--- config.mk ---
export PLATFORM = sky130hd
export DESIGN_NAME = pcxt_clock_enable_gen
export DESIGN_NICKNAME = d
export VERILOG_FILES = /design/src/rtl/pcxt_clock_enable_gen.sv
export SDC_FILE = /design/constraint.sdc
export NUM_CORES = 1
export LEC_CHECK = 0
export ABC_AREA = 1
export CAP_MARGIN = 20
export CELL_PAD_IN_SITES_DETAIL_PLACEMENT = 0
export CELL_PAD_IN_SITES_GLOBAL_PLACEMENT = 1
export CORE_MARGIN = 2
export CORE_UTILIZATION = 25
export CTS_CLUSTER_SIZE = 30
export DETAILED_ROUTE_END_ITERATION = 16
export HOLD_SLACK_MARGIN = 0.02
export PLACE_DENSITY = 0.56
export SYNTH_ARGS = -nofsm -noshare
export SYNTH_HDL_FRONTEND = slang
export SYNTH_SLANG_ARGS = --single-unit
--- constraint.sdc ---
create_clock -name clk -period 2.3 [get_ports clk]
set_clock_uncertainty 0.2 [all_clocks]
set_input_delay 0.23 -clock clk [delete_from_list [all_inputs] [get_ports clk]]
set_output_delay 0.23 -clock clk [all_outputs]
set_load 0.05 [all_outputs]
--- src/rtl/pcxt_clock_enable_gen.sv ---
`default_nettype none
// ============================================================================
// Module   : pcxt_clock_enable_gen
// Purpose  : Turns the PLL lock indication into a held system reset and
//            generates single-cycle CPU (4.77/7.16/9.54 MHz) and PIT
//            (1.193 MHz) clock enables from the 28.636363 MHz clock.
// Options  : PCXT_SPEED_SYNC_EN - adds a 2-flop synchroniser on speed_sel
//            for use when it is driven from another clock domain.
// Revision : 1.0 - initial release
// ============================================================================
module pcxt_clock_enable_gen #(
   parameter int LOCK_SYNC_STAGES  = 2,
   parameter int RESET_HOLD_CYCLES = 1024,
   parameter int PIT_DIV           = 24
) (
   input  logic       clk,
   input  logic       rst,
   input  logic       pll_locked,
   input  logic [1:0] speed_sel,
   output logic       reset_out,
   output logic       cpu_ce,
   output logic       pit_ce,
   output logic [1:0] speed_active
);

   localparam int c_HOLD_W = $clog2(RESET_HOLD_CYCLES);
   localparam int c_PIT_W  = $clog2(PIT_DIV);
   localparam logic [c_HOLD_W-1:0] c_HOLD_LAST = c_HOLD_W'(RESET_HOLD_CYCLES - 1);
   localparam logic [c_PIT_W-1:0]  c_PIT_LAST  = c_PIT_W'(PIT_DIV - 1);

   // ST_START is the first reset-free cycle: speed is loaded, dividers wait.
   typedef enum logic [1:0] {
      ST_HOLD  = 2'd0,
      ST_START = 2'd1,
      ST_RUN   = 2'd2
   } state_t;

   state_t                      r_state;
   state_t                      w_state_next;
   logic [LOCK_SYNC_STAGES-1:0] r_lock_sync;
   logic                        w_locked_s;
   logic [c_HOLD_W-1:0]         r_hold_cnt;
   logic [2:0]                  r_cpu_cnt;
   logic [c_PIT_W-1:0]          r_pit_cnt;
   logic [1:0]                  r_speed_active;
   logic                        r_reset_out;
   logic [1:0]                  w_speed_in;
   logic [1:0]                  w_speed_code;
   logic [2:0]                  w_cpu_last;
   logic                        w_cpu_ce;
   logic                        w_pit_ce;

   // Bring the asynchronous lock flag into the clk domain.
   always_ff @(posedge clk or posedge rst) begin
      if (rst) begin
         r_lock_sync <= '0;
      end else begin
         r_lock_sync <= {r_lock_sync[LOCK_SYNC_STAGES-2:0], pll_locked};
      end
   end

   assign w_locked_s = r_lock_sync[LOCK_SYNC_STAGES-1];

`ifdef PCXT_SPEED_SYNC_EN
   logic [1:0] r_speed_meta;
   logic [1:0] r_speed_sync;

   // Two-flop synchroniser for a speed request from a foreign clock domain.
   always_ff @(posedge clk or posedge rst) begin
      if (rst) begin
         r_speed_meta <= 2'b00;
         r_speed_sync <= 2'b00;
      end else begin
         r_speed_meta <= speed_sel;
         r_speed_sync <= r_speed_meta;
      end
   end

   assign w_speed_in = r_speed_sync;
`else
   assign w_speed_in = speed_sel;
`endif

   // The reserved code 11 runs at the 4.77 MHz rate and is reported as 00.
   assign w_speed_code = (w_speed_in == 2'b11) ? 2'b00 : w_speed_in;

   // Terminal count of the CPU divider for the speed currently applied.
   always_comb begin
      w_cpu_last = 3'd5;
      case (r_speed_active)
         2'b01:   w_cpu_last = 3'd3;
         2'b10:   w_cpu_last = 3'd2;
         default: w_cpu_last = 3'd5;
      endcase
   end

   // State register.
   always_ff @(posedge clk or posedge rst) begin
      if (rst) begin
         r_state <= ST_HOLD;
      end else begin
         r_state <= w_state_next;
      end
   end

   // Next-state decode and enable pulses; enables only fire while running.
   always_comb begin
      w_state_next = r_state;
      w_cpu_ce     = 1'b0;
      w_pit_ce     = 1'b0;
      case (r_state)
         ST_HOLD: begin
            if (w_locked_s && (r_hold_cnt == c_HOLD_LAST)) begin
               w_state_next = ST_START;
            end
         end
         ST_START: begin
            w_state_next = w_locked_s ? ST_RUN : ST_HOLD;
         end
         ST_RUN: begin
            w_cpu_ce = (r_cpu_cnt == w_cpu_last);
            w_pit_ce = (r_pit_cnt == c_PIT_LAST);
            if (!w_locked_s) begin
               w_state_next = ST_HOLD;
            end
         end
         default: begin
            w_state_next = ST_HOLD;
         end
      endcase
   end

   // Hold counter, dividers and applied speed; speed only changes on a CPU pulse.
   always_ff @(posedge clk or posedge rst) begin
      if (rst) begin
         r_hold_cnt     <= '0;
         r_cpu_cnt      <= '0;
         r_pit_cnt      <= '0;
         r_speed_active <= 2'b00;
      end else if (w_state_next == ST_HOLD) begin
         r_cpu_cnt      <= '0;
         r_pit_cnt      <= '0;
         r_speed_active <= 2'b00;
         if ((r_state == ST_HOLD) && w_locked_s) begin
            r_hold_cnt <= r_hold_cnt + c_HOLD_W'(1);
         end else begin
            r_hold_cnt <= '0;
         end
      end else begin
         r_hold_cnt <= '0;
         case (r_state)
            ST_START: begin
               r_speed_active <= w_speed_code;
            end
            ST_RUN: begin
               r_cpu_cnt <= w_cpu_ce ? 3'd0 : (r_cpu_cnt + 3'd1);
               r_pit_cnt <= w_pit_ce ? '0 : (r_pit_cnt + c_PIT_W'(1));
               if (w_cpu_ce) begin
                  r_speed_active <= w_speed_code;
               end
            end
            default: begin
            end
         endcase
      end
   end

   // Registered reset output so it never glitches on state decode.
   always_ff @(posedge clk or posedge rst) begin
      if (rst) begin
         r_reset_out <= 1'b1;
      end else begin
         r_reset_out <= (w_state_next == ST_HOLD);
      end
   end

   assign reset_out    = r_reset_out;
   assign cpu_ce       = w_cpu_ce;
   assign pit_ce       = w_pit_ce;
   assign speed_active = r_speed_active;

endmodule
`default_nettype wire
==> report_table.html <==
<table>
<tr><th>Metric</th><th>Value</th></tr>
<tr><th colspan="2">Outcome</th></tr>
<tr><td>Outcome</td><td>finished clean</td></tr>
<tr><th colspan="2">CTS</th></tr>
<tr><td>H-tree depth</td><td>1</td></tr>
<tr><td>Num Clock Sinks</td><td>25</td></tr>
<tr><td>Number of gates resized after CTS</td><td>0</td></tr>
<tr><td>Number of hold buffers added after CTS</td><td>0</td></tr>
<tr><td>CTS tree</td><td>done</td></tr>
<tr><td>Longest Clk Path Bufs</td><td>2</td></tr>
<tr><td>CTS root buffer</td><td>sky130_fd_sc_hd__clkbuf_8</td></tr>
<tr><td>Clock-pin slew of the registers on the worst-case setup and hold paths</td><td>0.09 ns</td></tr>
<tr><td>Setup repair bufs after CTS</td><td>0</td></tr>
<tr><td>Number of clock buffers inserted by TritonCTS</td><td>3</td></tr>
<tr><td>Clock insertion delay at the later pin of the skew report</td><td>0.27 ns</td></tr>
<tr><th colspan="2">STA</th></tr>
<tr><td>Final hold vios</td><td>0</td></tr>
<tr><td>Rel. slew slack</td><td>66.63%</td></tr>
<tr><td>Final count of negative-setup-slack endpoints</td><td>0</td></tr>
<tr><td>Transition at the pin with the smallest max-transition slack</td><td>0.4990 ns</td></tr>
<tr><td>Final-report max-slew violation count</td><td>0</td></tr>
<tr><td>Fin Setup TNS</td><td>0 ns</td></tr>
<tr><td>Worst Hold Slack</td><td>0.05940 ns</td></tr>
<tr><td>Post-route setup slack</td><td>0.2868 ns</td></tr>
<tr><td>Crit path time final</td><td>2.013 ns</td></tr>
<tr><td>Final period utilization</td><td>87.53%</td></tr>
<tr><td>Unrepaired setup endpoints after global routing</td><td>false</td></tr>
<tr><td>Maximum clock frequency</td><td>496.7 MHz</td></tr>
<tr><th colspan="2">Layout</th></tr>
<tr><td>Final standard cell utilization of the core</td><td>30.74%</td></tr>
<tr><td>Commonest non-fill, non-tap cell in the layout</td><td>sky130_fd_sc_hd__nand2_1</td></tr>
<tr><td>Number of non-filler instances in the completed layout</td><td>235</td></tr>
<tr><td>Area growth syn-to-layout</td><td>18.28%</td></tr>
<tr><td>Post-route standard cell area excluding fillers</td><td>1570 µm²</td></tr>
<tr><td>Filler Cells Inserted</td><td>538</td></tr>
<tr><td>Share of final-layout standard cells stronger than drive strength 1</td><td>17.58%</td></tr>
<tr><td>Leading cell types in the layout, fill and taps excluded</td><td>sky130_fd_sc_hd__nand2_1 (27), sky130_fd_sc_hd__dfrtp_1 (24), sky130_fd_sc_hd__inv_1 (20), sky130_fd_sc_hd__nor2_1 (19), sky130_fd_sc_hd__nand3_1 (11)</td></tr>
<tr><td>Number of nets at the end of the flow</td><td>175</td></tr>
<tr><td>Number of diodes added for antenna fixing</td><td>0</td></tr>
<tr><th colspan="2">Yosys</th></tr>
<tr><td>Syn Std Cell Area</td><td>1328 µm²</td></tr>
<tr><td>Count of state elements after synthesis</td><td>25</td></tr>
<tr><td>Register area share after synthesis</td><td>47.22%</td></tr>
<tr><td>Cell type with the largest total area after synthesis</td><td>sky130_fd_sc_hd__dfrtp_1</td></tr>
<tr><td>Count of cell types in the netlist</td><td>25</td></tr>
<tr><td>Gate count of the mapped netlist</td><td>151</td></tr>
<tr><td>Yosys Warn Count</td><td>0</td></tr>
<tr><td>Number of synthesized flops with an enable pin</td><td>0</td></tr>
<tr><td>Post-synth top area share</td><td>45.24%</td></tr>
<tr><td>Post-Synthesis Mean Instance Area</td><td>8.792 µm²</td></tr>
<tr><td>Leading post-synthesis cells by cell area</td><td>sky130_fd_sc_hd__dfrtp_1 (45%), sky130_fd_sc_hd__nand2_1 (7.6%), sky130_fd_sc_hd__inv_1 (5.7%)</td></tr>
<tr><td>Post-synthesis net count</td><td>160</td></tr>
<tr><td>Async set or reset register ratio after synthesis</td><td>100.0%</td></tr>
<tr><td>Most used flip-flop cell after synthesis</td><td>sky130_fd_sc_hd__dfrtp_1</td></tr>
<tr><th colspan="2">Placement</th></tr>
<tr><td>Routability congestion estimate</td><td>0.7231</td></tr>
<tr><td>Count of port buffers added during placement</td><td>9</td></tr>
<tr><td>Post-detailed-placement half-perimeter wirelength</td><td>1831 µm</td></tr>
<tr><td>Worst slack, placed</td><td>0.5668 ns</td></tr>
<tr><td>Number of placed cells counting well taps</td><td>231</td></tr>
<tr><td>Post-detailed-placement cell area</td><td>1520 µm²</td></tr>
<tr><th colspan="2">GRT</th></tr>
<tr><td>Remaining global-route overflow</td><td>0</td></tr>
<tr><td>Global Route met3 Usage</td><td>1.882%</td></tr>
<tr><td>Maximum number of pins on one net before global-route repair</td><td>17</td></tr>
<tr><td>Number of antenna violations at the first check in global routing</td><td>0</td></tr>
<tr><td>Peak-usage layer in the global routing report</td><td>met2</td></tr>
<tr><td>Met1 layer usage reported by global route</td><td>11.86%</td></tr>
<tr><td>Wire length of the first global-routing pass</td><td>4222 µm</td></tr>
<tr><td>GRT Total Usage</td><td>8.932%</td></tr>
<tr><td>Via count of the first global-routing pass</td><td>938</td></tr>
<tr><td>GR met2 Demand/Resource</td><td>13.42%</td></tr>
<tr><th colspan="2">Die</th></tr>
<tr><td>Die Width</td><td>76.87 µm</td></tr>
<tr><td>Initial cell density of the core</td><td>25.99%</td></tr>
<tr><td>Boundary pin count</td><td>10</td></tr>
<tr><td>Core ar.</td><td>5107 µm²</td></tr>
<tr><td>DIE AREA</td><td>5909 µm²</td></tr>
<tr><td>Placement Rows</td><td>26</td></tr>
<tr><td>Height of the die</td><td>76.87 µm</td></tr>
<tr><th colspan="2">Setup path</th></tr>
<tr><td>Biggest cell delay along the critical path</td><td>0.35 ns</td></tr>
<tr><td>Critical path's most frequent cell</td><td>sky130_fd_sc_hd__inv_1</td></tr>
<tr><td>Required time worst endpoint</td><td>1.87 ns</td></tr>
<tr><td>Launch point of the worst path</td><td>speed_active[0]$_DFFE_PP0P_</td></tr>
<tr><td>Reg-to-reg startpoint</td><td>r_hold_cnt[0]$_DFF_PP0_</td></tr>
<tr><td>Setup Crit Path Kind</td><td>register to output pin</td></tr>
<tr><td>Crit path arrival time</td><td>1.58 ns</td></tr>
<tr><td>Startpoint type of the worst setup path</td><td>register</td></tr>
<tr><td>Max FO, Critical Path</td><td>6</td></tr>
<tr><td>Crit path cell chain</td><td>inv_1 -&gt; ha_1 -&gt; o21ai_0 -&gt; nand4_2 -&gt; inv_1 -&gt; buf_12</td></tr>
<tr><td>Endpoint type of the worst setup path</td><td>output pin</td></tr>
<tr><td>Critical Path Slowest Stage Cell</td><td>sky130_fd_sc_hd__dfrtp_1</td></tr>
<tr><td>Number of cells on the worst reg-to-reg path</td><td>6</td></tr>
<tr><th colspan="2">Route</th></tr>
<tr><td>Violation count after the first detailed-routing iteration</td><td>45</td></tr>
<tr><td>Number of detailed-routing iterations run before antenna repair</td><td>4</td></tr>
<tr><td>Final routed wire length divided by cell count</td><td>10.32 µm</td></tr>
<tr><td>Per-cell via count in the routed design</td><td>4.187</td></tr>
<tr><td>Remaining number of nets flagged by the antenna check after routing</td><td>0</td></tr>
<tr><td>Detailed Route WL</td><td>2426 µm</td></tr>
<tr><td>Number of vias in the routed layout</td><td>984</td></tr>
<tr><td>DRC violations left</td><td>0</td></tr>
<tr><th colspan="2">Power</th></tr>
<tr><td>Power Dens Cells</td><td>482.8 nW/µm²</td></tr>
<tr><td>Leakage power summed over all cells</td><td>0.6668 nW</td></tr>
<tr><td>Pwr Total</td><td>0.7582 mW</td></tr>
<tr><td>Maximum VDD drop</td><td>183.4 µV</td></tr>
<tr><th colspan="2">Run</th></tr>
<tr><td>Max-cap viol count</td><td>0</td></tr>
<tr><th colspan="2">Hold path</th></tr>
<tr><td>Worst min path class</td><td>primary input to async pin</td></tr>
</table>
[metal layers]
layer | routed length (µm) | vias up | share of wire (%)
li1 | - | 513 | -
met1 | 1153 | 452 | 48
met2 | 1131 | 15 | 47
met3 | 94 | 4 | 3.9
met4 | 46 | 0 | 1.9
met5 | 0 | - | 0
[power by group]
| part | leakage, nW | switching (mW) | internal, mW |
|---|---|---|---|
| sequential | 0.339 | 0.00598 | 0.445 |
| combinational | 0.302 | 0.0210 | 0.0131 |
| clock | 0.0261 | 0.146 | 0.127 |
| total | 0.667 | 0.173 | 0.585 |
[worst max-delay path: cells and delay by family, from the launching register on]
family                   cells  cell delay, ns
adder cells (fa/ha/maj)      1            0.30
AND/OR/NAND/NOR              1            0.20
AO/OA/AOI/OAI                1            0.13
buffers and inverters        3            0.33
flip-flops                   1            0.35
[synthesized netlist by cell type, types with 2 or more instances]
master,number
sky130_fd_sc_hd__inv_1,20
sky130_fd_sc_hd__o21ai_0,6
sky130_fd_sc_hd__nand3_1,11
sky130_fd_sc_hd__nor2_4,3
sky130_fd_sc_hd__inv_2,4
sky130_fd_sc_hd__nor3_1,6
sky130_fd_sc_hd__dfrtp_1,24
sky130_fd_sc_hd__xor2_1,4
sky130_fd_sc_hd__nand3_4,2
sky130_fd_sc_hd__nor2_1,19
sky130_fd_sc_hd__a21oi_1,5
sky130_fd_sc_hd__ha_1,4
sky130_fd_sc_hd__nand2_1,27
sky130_fd_sc_hd__a21oi_2,3
sky130_fd_sc_hd__nand2_2,3
[area by class of cell]
class                   count  area (µm²)  share of cell area [%]
multi-input cells         102       610.6                   38.88
well taps                  70       87.58                   5.578
repair buffers             10       105.1                   6.693
inverters                  24       90.09                   5.737
clock inverters             1       8.758                  0.5578
clock buffers               3       41.29                   2.629
flip-flops and latches     25       626.9                   39.92
[sequential cells by signal (all words and copies together) (netlist names)]
signal and count:
r_cpu_cnt 3, r_hold_cnt 10, r_lock_sync 2, r_pit_cnt 5, r_state 2, reset_out 1, speed_active 2
[kinds of logic after synthesis]
group / Yosys count / share of synthesized area [%]
compound gates: 17 / 9.426
xor+xnor: 5 / 3.299
fa+ha+maj: 4 / 3.770
buf+inv: 24 / 6.786
flops: 25 / 47.22
simple gates: 76 / 29.50
[path summary, 6_finish.rpt]
kind                            slack [ns]                        to
worst min-delay path                  0.06  r_lock_sync[0]$_DFF_PP0_
worst max register to register        0.60   r_hold_cnt[7]$_DFF_PP0_
min in group clk                      0.17  r_lock_sync[1]$_DFF_PP0_
worst min register to register        0.17  r_lock_sync[1]$_DFF_PP0_
worst max-delay path                  0.29                    cpu_ce
max in group asynchronous             1.26   r_hold_cnt[1]$_DFF_PP0_
(Power assumes the default switching activity.)
